**config.mk**
```make
export PLATFORM = sky130hd
export DESIGN_NAME = four_bit_xor_descrambler
export DESIGN_NICKNAME = d
export VERILOG_FILES = /design/src/rtl/four_bit_xor_descrambler.sv
export SDC_FILE = /design/constraint.sdc
export NUM_CORES = 1
export LEC_CHECK = 0
export ABC_AREA = 0
export ABC_CLOCK_PERIOD_IN_PS = 1400
export CAP_MARGIN = 0
export CORE_MARGIN = 8
export CORE_UTILIZATION = 35
export DETAILED_ROUTE_END_ITERATION = 10
export PLACE_DENSITY = 0.67
export RECOVER_POWER = 50
export SYNTH_ARGS = -nofsm -noshare
export SYNTH_HDL_FRONTEND = slang
export SYNTH_SLANG_ARGS = --single-unit
```
**constraint.sdc**
```tcl
create_clock -name clk -period 1.4 [get_ports clk]
set_input_delay 0.28 -clock clk [delete_from_list [all_inputs] [get_ports clk]]
set_output_delay 0.28 -clock clk [all_outputs]
set_load 0.05 [all_outputs]
```
**src/rtl/four_bit_xor_descrambler.sv**
```systemverilog
// Receive-side nibble descrambler: XORs each accepted nibble with an x^4+x^3+1 LFSR keystream.
// Latency 1 cycle through a one-entry output register; in_ready = !full || out_ready (no in_valid path).
module four_bit_xor_descrambler #(
  parameter logic [3:0] SEED = 4'b0001
) (
  input  logic       clk,
  input  logic       rst_n,
  input  logic       seed_load,
  input  logic [3:0] seed,
  input  logic       in_valid,
  output logic       in_ready,
  input  logic [3:0] in_data,
  output logic       out_valid,
  input  logic       out_ready,
  output logic [3:0] out_data,
  output logic [7:0] nibble_cnt
);

  typedef enum logic {EMPTY = 1'b0, FULL = 1'b1} state_t;

  state_t     r_state;
  logic [3:0] r_lfsr;
  logic [3:0] r_out_data;
  logic [7:0] r_cnt;

  logic       w_accept;
  logic       w_deliver;
  logic [3:0] w_seed_key;
  logic [3:0] w_key;
  logic [3:0] w_key_next;

  // A zero seed would lock the LFSR at zero, so it falls back to SEED.
  assign w_seed_key = (seed == 4'b0000) ? SEED : seed;
  assign w_key      = seed_load ? w_seed_key : r_lfsr;
  assign w_key_next = {w_key[2:0], w_key[3] ^ w_key[2]};

  assign out_valid  = (r_state == FULL);
  assign in_ready   = (r_state == EMPTY) || out_ready;
  assign w_accept   = in_valid && in_ready;
  assign w_deliver  = out_valid && out_ready;
  assign out_data   = r_out_data;
  assign nibble_cnt = r_cnt;

  always_ff @(posedge clk or negedge rst_n) begin
    if (!rst_n) begin
      r_lfsr <= SEED;
    end else if (w_accept) begin
      r_lfsr <= w_key_next;
    end else if (seed_load) begin
      r_lfsr <= w_key;
    end
  end

  always_ff @(posedge clk or negedge rst_n) begin
    if (!rst_n) begin
      r_state    <= EMPTY;
      r_out_data <= 4'b0000;
    end else begin
      case (r_state)
        EMPTY: begin
          if (w_accept) begin
            r_state    <= FULL;
            r_out_data <= in_data ^ w_key;
          end
        end
        FULL: begin
          if (w_accept) begin
            r_out_data <= in_data ^ w_key;
          end else if (out_ready) begin
            r_state <= EMPTY;
          end
        end
        default: r_state <= EMPTY;
      endcase
    end
  end

  always_ff @(posedge clk or negedge rst_n) begin
    if (!rst_n) begin
      r_cnt <= 8'd0;
    end else if (w_deliver) begin
      r_cnt <= r_cnt + 8'd1;
    end
  end

endmodule

```
== Word-level counts from Yosys, hierarchy flattened ==
Index checks and enable logic that the tools add are counted.

* Register bits: 17
* Output and inout bits: 14
* Word-level logic and storage cells: 22

* Add/subtract/negate cells: 1
* Muxes and demuxes: 9
* Bitwise operators: 3
* Reduce and logical (&&, ||, !) cells: 5

{| class="wikitable"
|+ Operator list
! operator !! number
|-
| 2-to-1 mux 4 bit || 5
|-
| adder 8 x 1 -> 8 bit, second input constant || 1
|-
| logical NOT 4 bit || 1
|-
| XOR 4 bit || 1
|-
| 2-to-1 mux 1 bit || 3
|-
| logical AND 1 bit || 2
|-
| one-hot mux 1 bit (2 select lines) || 1
|-
| nonzero test 2 bit || 1
|-
| logical OR 1 bit || 1
|-
| inverter 1 bit || 1
|-
| XOR 1 bit || 1
|}

== Depth between registers and ports, before layout ==
* Word-level depth: 5
* Mapped depth: 4

== Worst setup path before layout ==
No wires, ideal clock.

* Path type: register to register
* From: register r_state, in the netlist out_valid
* To: register r_out_data[1], in the netlist out_data[1]
* Setup time: 0.125 ns
* Data arrival time: 1.868 ns
* Data required time: 1.275 ns
* Slack: -0.593 ns
* Stages on the path, launching flop included: 5
* Path through: dfrtp_1 nand2b_1 and2_1 buf_2 mux2_2

* Cells in the longest elaborated chain, start to end: 3

{| class="wikitable"
|+ Ends and longest elaborated chain
! what !! RTL line !! source
|-
| start, declared || 21 || <nowiki>state_t r_state;</nowiki>
|-
| start signal, assigned || 56 || <nowiki>r_state <= EMPTY;</nowiki>
|-
| start signal, assigned || 62 || <nowiki>r_state <= FULL;</nowiki>
|-
| start signal, assigned || 70 || <nowiki>r_state <= EMPTY;</nowiki>
|-
| inverter 1 bit || -- ||
|-
| logical OR 1 bit || 38 || <nowiki>assign in_ready = (r_state == EMPTY) || out_ready;</nowiki>
|-
| net in_ready || 11 || <nowiki>output logic in_ready,</nowiki>
|-
| logical AND 1 bit || 39 || <nowiki>assign w_accept = in_valid && in_ready;</nowiki>
|-
| end signal, assigned || 63 || <nowiki>r_out_data <= in_data ^ w_key;</nowiki>
|-
| end signal, assigned || 68 || <nowiki>r_out_data <= in_data ^ w_key;</nowiki>
|-
| end, declared || 23 || <nowiki>logic [3:0] r_out_data;</nowiki>
|}

The timed path passes the listed nets, and every way through them passes these cells.
A chain may end at the register's enable or synchronous reset.

== Final worst setup path ==
* From: input seed[1]
* To: register r_lfsr[0]

* Cells in the longest elaborated chain, start to end: 5
* Elaborated cells between the ends (all ways): 6
* Those cells by class: 4 x mux; 1 x bitwise; 1 x reduce/logical

{| class="wikitable"
|+ Ends and longest elaborated chain
! what !! RTL line !! source
|-
| start, declared || 9 || <nowiki>input logic [3:0] seed,</nowiki>
|-
| logical NOT 4 bit * || 33 || <nowiki>assign w_seed_key = (seed == 4'b0000) ? SEED : seed;</nowiki>
|-
| 2-to-1 mux 4 bit * || 33 ||
|-
| 2-to-1 mux 4 bit * || 34 || <nowiki>assign w_key = seed_load ? w_seed_key : r_lfsr;</nowiki>
|-
| 2-to-1 mux 4 bit / XOR 1 bit (equally long branches) || 49, 35 ||
|-
| 2-to-1 mux 4 bit * || 47 || <nowiki>end else if (w_accept) begin</nowiki>
|-
| end signal, assigned || 48 || <nowiki>r_lfsr <= w_key_next;</nowiki>
|-
| end signal, assigned || 50 || <nowiki>r_lfsr <= w_key;</nowiki>
|-
| end, declared || 22 || <nowiki>logic [3:0] r_lfsr;</nowiki>
|}

Mark *: on every way between the ends. The rest lies on a longest branch, timed or not. The select of a mux whose other input is x is not followed.

==> results_tabular.tex <==
\begin{tabular}{lr}
\hline
Metric & Value \\
\hline
\multicolumn{2}{l}{\textbf{Floorplan}} \\
Effective utilization at floorplan & 35.6\% \\
Area enclosed by the die boundary & 4290 um\^{}2 \\
Rows & 18 \\
Count of boundary I/O pins & 27 \\
Core area & 2410 um\^{}2 \\
Floorplan die width & 65.5 um \\
Die height & 65.5 um \\
\multicolumn{2}{l}{\textbf{Layout}} \\
Utilization of the core after routing & 58.4\% \\
Sequential Area & 429 um\^{}2 \\
Layout overhead on the synthesized area & 63.8\% \\
Final cell count without fillers & 137 \\
Filler Cells Inserted & 198 \\
Layout cell share with drive strength beyond 1 & 35.5\% \\
Commonest cells after routing, fill and taps aside & sky130\_fd\_sc\_hd\_\_dfrtp\_1 (14), sky130\_fd\_sc\_hd\_\_buf\_12 (14), sky130\_fd\_sc\_hd\_\_buf\_4 (9), sky130\_fd\_sc\_hd\_\_clkdlybuf4s50\_1 (8) \\
Footprint of the multi-input gates & 429 um\^{}2 \\
Post-layout instance area & 1410 um\^{}2 \\
Final layout net count & 122 \\
Antenna cells & 0 \\
\multicolumn{2}{l}{\textbf{Timing}} \\
Unrepaired setup endpoints after global routing & false \\
Endpoints failing hold & 0 \\
Actual transition at the worst max-transition pin & 427 ps \\
Count of final setup violators & 0 \\
Slew margin rel. & 71.3\% \\
Slack of the critical path & 53.7 ps \\
Maximum clock frequency & 743 MHz \\
Largest clock skew in the final design & 12.4 ps \\
Final max-slew violation count & 0 \\
Final worst path period need & 1350 ps \\
Min Hold Slack & 373 ps \\
Fraction of the cycle the final worst path needs & 96.2\% \\
\multicolumn{2}{l}{\textbf{Route}} \\
Final routed wirelength across all metal layers & 1820 um \\
Initial DRT Pass Iterations & 4 \\
Via density & 4.82 \\
Number of routed nets with antenna violations & 0 \\
Wire length per cell & 13.3 um \\
Number of DRC markers in iteration 0 & 13 \\
Total number of vias & 661 \\
Count of unresolved DRC violations after routing & 0 \\
\multicolumn{2}{l}{\textbf{Run status}} \\
Run status & complete, no violations \\
\multicolumn{2}{l}{\textbf{Logic synthesis}} \\
Number of standard cells after synthesis & 69 \\
Sequential element share of the synthesized area & 49.7\% \\
Netlist area before placement & 858 um\^{}2 \\
Synthesized Nets & 83 \\
Most used flip-flop cell after synthesis & sky130\_fd\_sc\_hd\_\_dfrtp\_1 \\
Async SR Flop Fraction & 100\% \\
Synthesis Warnings & 0 \\
Distinct cells, synth & 24 \\
Flip-flop and latch count after synthesis & 17 \\
Synth Area per Inst & 12.4 um\^{}2 \\
Number of enable flip-flop cells after synthesis & 0 \\
\multicolumn{2}{l}{\textbf{Global routing}} \\
Wire length of the first global-routing pass & 3150 um \\
Total routing usage reported by global routing & 9.27\% \\
Largest net degree at the start of global routing & 18 \\
Overflow left after global routing & 0 \\
Antenna violations before repair & 0 \\
Via count of the first global-routing pass & 696 \\
\multicolumn{2}{l}{\textbf{Worst setup path}} \\
WP data arrival & 1580 ps \\
Source of the worst register-to-register timing path & nibble\_cnt[2] \\
Critical path class & primary input to flop \\
End of the worst register-to-register path & nibble\_cnt[7] \\
Crit path required time & 1630 ps \\
Setup slack on the worst flop-to-flop path & 140 ps \\
Crit path max fanout & 3 \\
Nature of the critical path startpoint & primary input \\
Depth of the most critical reg-to-reg path & 3 \\
Type of element capturing the critical path & flop \\
\multicolumn{2}{l}{\textbf{Clocking}} \\
Depth of the CTS H-tree & 1 \\
CTS tree & done \\
Cell at the root of the clock tree & sky130\_fd\_sc\_hd\_\_clkbuf\_4 \\
Latest clock arrival within the worst-skew pair & 300 ps \\
Number of buffers added by the clock tree synthesis step & 3 \\
Clock Tree Buf Depth & 2 \\
Clock sink total & 17 \\
Hold-fix buffers, CTS & 0 \\
Clk slew on worst S/H paths & 110 ps \\
\multicolumn{2}{l}{\textbf{Placed design}} \\
Placed standard-cell area & 1380 um\^{}2 \\
Port bufs & 26 \\
Hpwl dp & 1530 um \\
Routability-driven placement congestion ratio & 0.732 \\
Placed cell count & 133 \\
Minimum setup slack after placement & -296 ps \\
\multicolumn{2}{l}{\textbf{Hold path}} \\
Type of the tightest min-delay check & primary input to asynchronous set/reset pin \\
\multicolumn{2}{l}{\textbf{Power}} \\
Power density of the placed cells & 1810 nW/um\^{}2 \\
Max IR drop VDD & 1.02 mV \\
Leak pwr & 0.651 nW \\
\multicolumn{2}{l}{\textbf{Run}} \\
\# Max-Cap Violations & 0 \\
\hline
\end{tabular}
==> kinds of logic after synthesis <==
family | Yosys count | share of synthesized area (%)
adders and majority gates | 1 | 1.46
muxes | 13 | 19.5
DFF | 17 | 49.7
and+or+nand+nor | 19 | 12.1
xor gates and xnor gates | 12 | 12.2
AOI/OAI and AO/OA | 3 | 2.19
buffers and inverters | 4 | 2.77
==> layout make-up <==
cell class / count / share of cell area, %
well taps: 30 / 2.67
flip-flops and latches: 17 / 30.5
repair buffers: 36 / 33.6
clock buffers: 3 / 1.60
inverters: 2 / 0.534
clock inverters: 1 / 0.534
multi-input cells: 48 / 30.5
==> critical path, stage by stage <==
cell                              delay (ps)
sky130_fd_sc_hd__clkdlybuf4s50_1         410
sky130_fd_sc_hd__or4b_4                  550
sky130_fd_sc_hd__and2_2                  200
sky130_fd_sc_hd__mux2i_1                 130
==> worst max path at each step <==
stage                    from     endpoint  slack, ps  depth (start not counted)
CTS                 out_valid     in_ready         20                          3
global route          seed[1]    r_lfsr[1]         10                          4
detailed placement  seed_load  out_data[1]       -300                          5
floorplan           out_valid  out_data[1]        -60                          4
finish                seed[1]    r_lfsr[0]         50                          4
global placement    seed_load  out_data[1]       -260                          5
==> registers in the layout, summed over array words and instances, names as in the netlist <==
| name | count |
|---|---|
| out_data | 4 |
| nibble_cnt | 8 |
| r_lfsr | 4 |
| out_valid | 1 |
==> layer usage <==
metal | vias up | track usage, % | routed length (um)
met5 | - | 0 | 0
li1 | 320 | - | -
met1 | 315 | 11.2 | 773
met2 | 24 | 14.4 | 861
met4 | 0 | 3.27 | 17
met3 | 2 | 3.91 | 166
==> metrics by stage <==
| step | TNS (ps) | power (mW) |
|---|---|---|
| 6_report | 0 | 2.55 |
| 5_1_grt | 0 | 2.70 |
| 4_1_cts | 0 | 2.60 |
| 3_5_place_dp | -2450 | 2.31 |
| 3_3_place_gp | -2060 | 2.28 |
| 2_1_floorplan | -201 | 1.54 |
==> synthesized netlist by cell type, drive strengths merged, types with 2 or more instances <==
cell | instances | share of area, %
nand2 | 4 | 1.7
dfrtp | 16 | 47
nor2 | 3 | 1.3
xor2 | 5 | 5.1
nand3 | 4 | 2.3
buf | 2 | 1.9
mux2 | 4 | 5.2
nand2b | 2 | 1.5
mux4 | 2 | 6.1
inv | 2 | 0.87
and2 | 2 | 1.6
mux2i | 7 | 8.2
xnor2 | 7 | 7.1
==> where the power goes <==
part           total [mW]  switching [mW]  leakage, nW  internal [mW]
Clock               0.274           0.165       0.0139          0.109
Combinational        1.42           0.694        0.442          0.727
Sequential          0.856           0.206        0.195          0.650
Total                2.55            1.07        0.651           1.49
==> what timing repair did <==
| item | in CTS | in global routing |
|---|---|---|
| endpoints found under the setup margin | 1 | 2 |
| setup buffers | 1 | 0 |
| gates resized for setup | 1 | 1 |
Power figures use the tool's default switching activity.
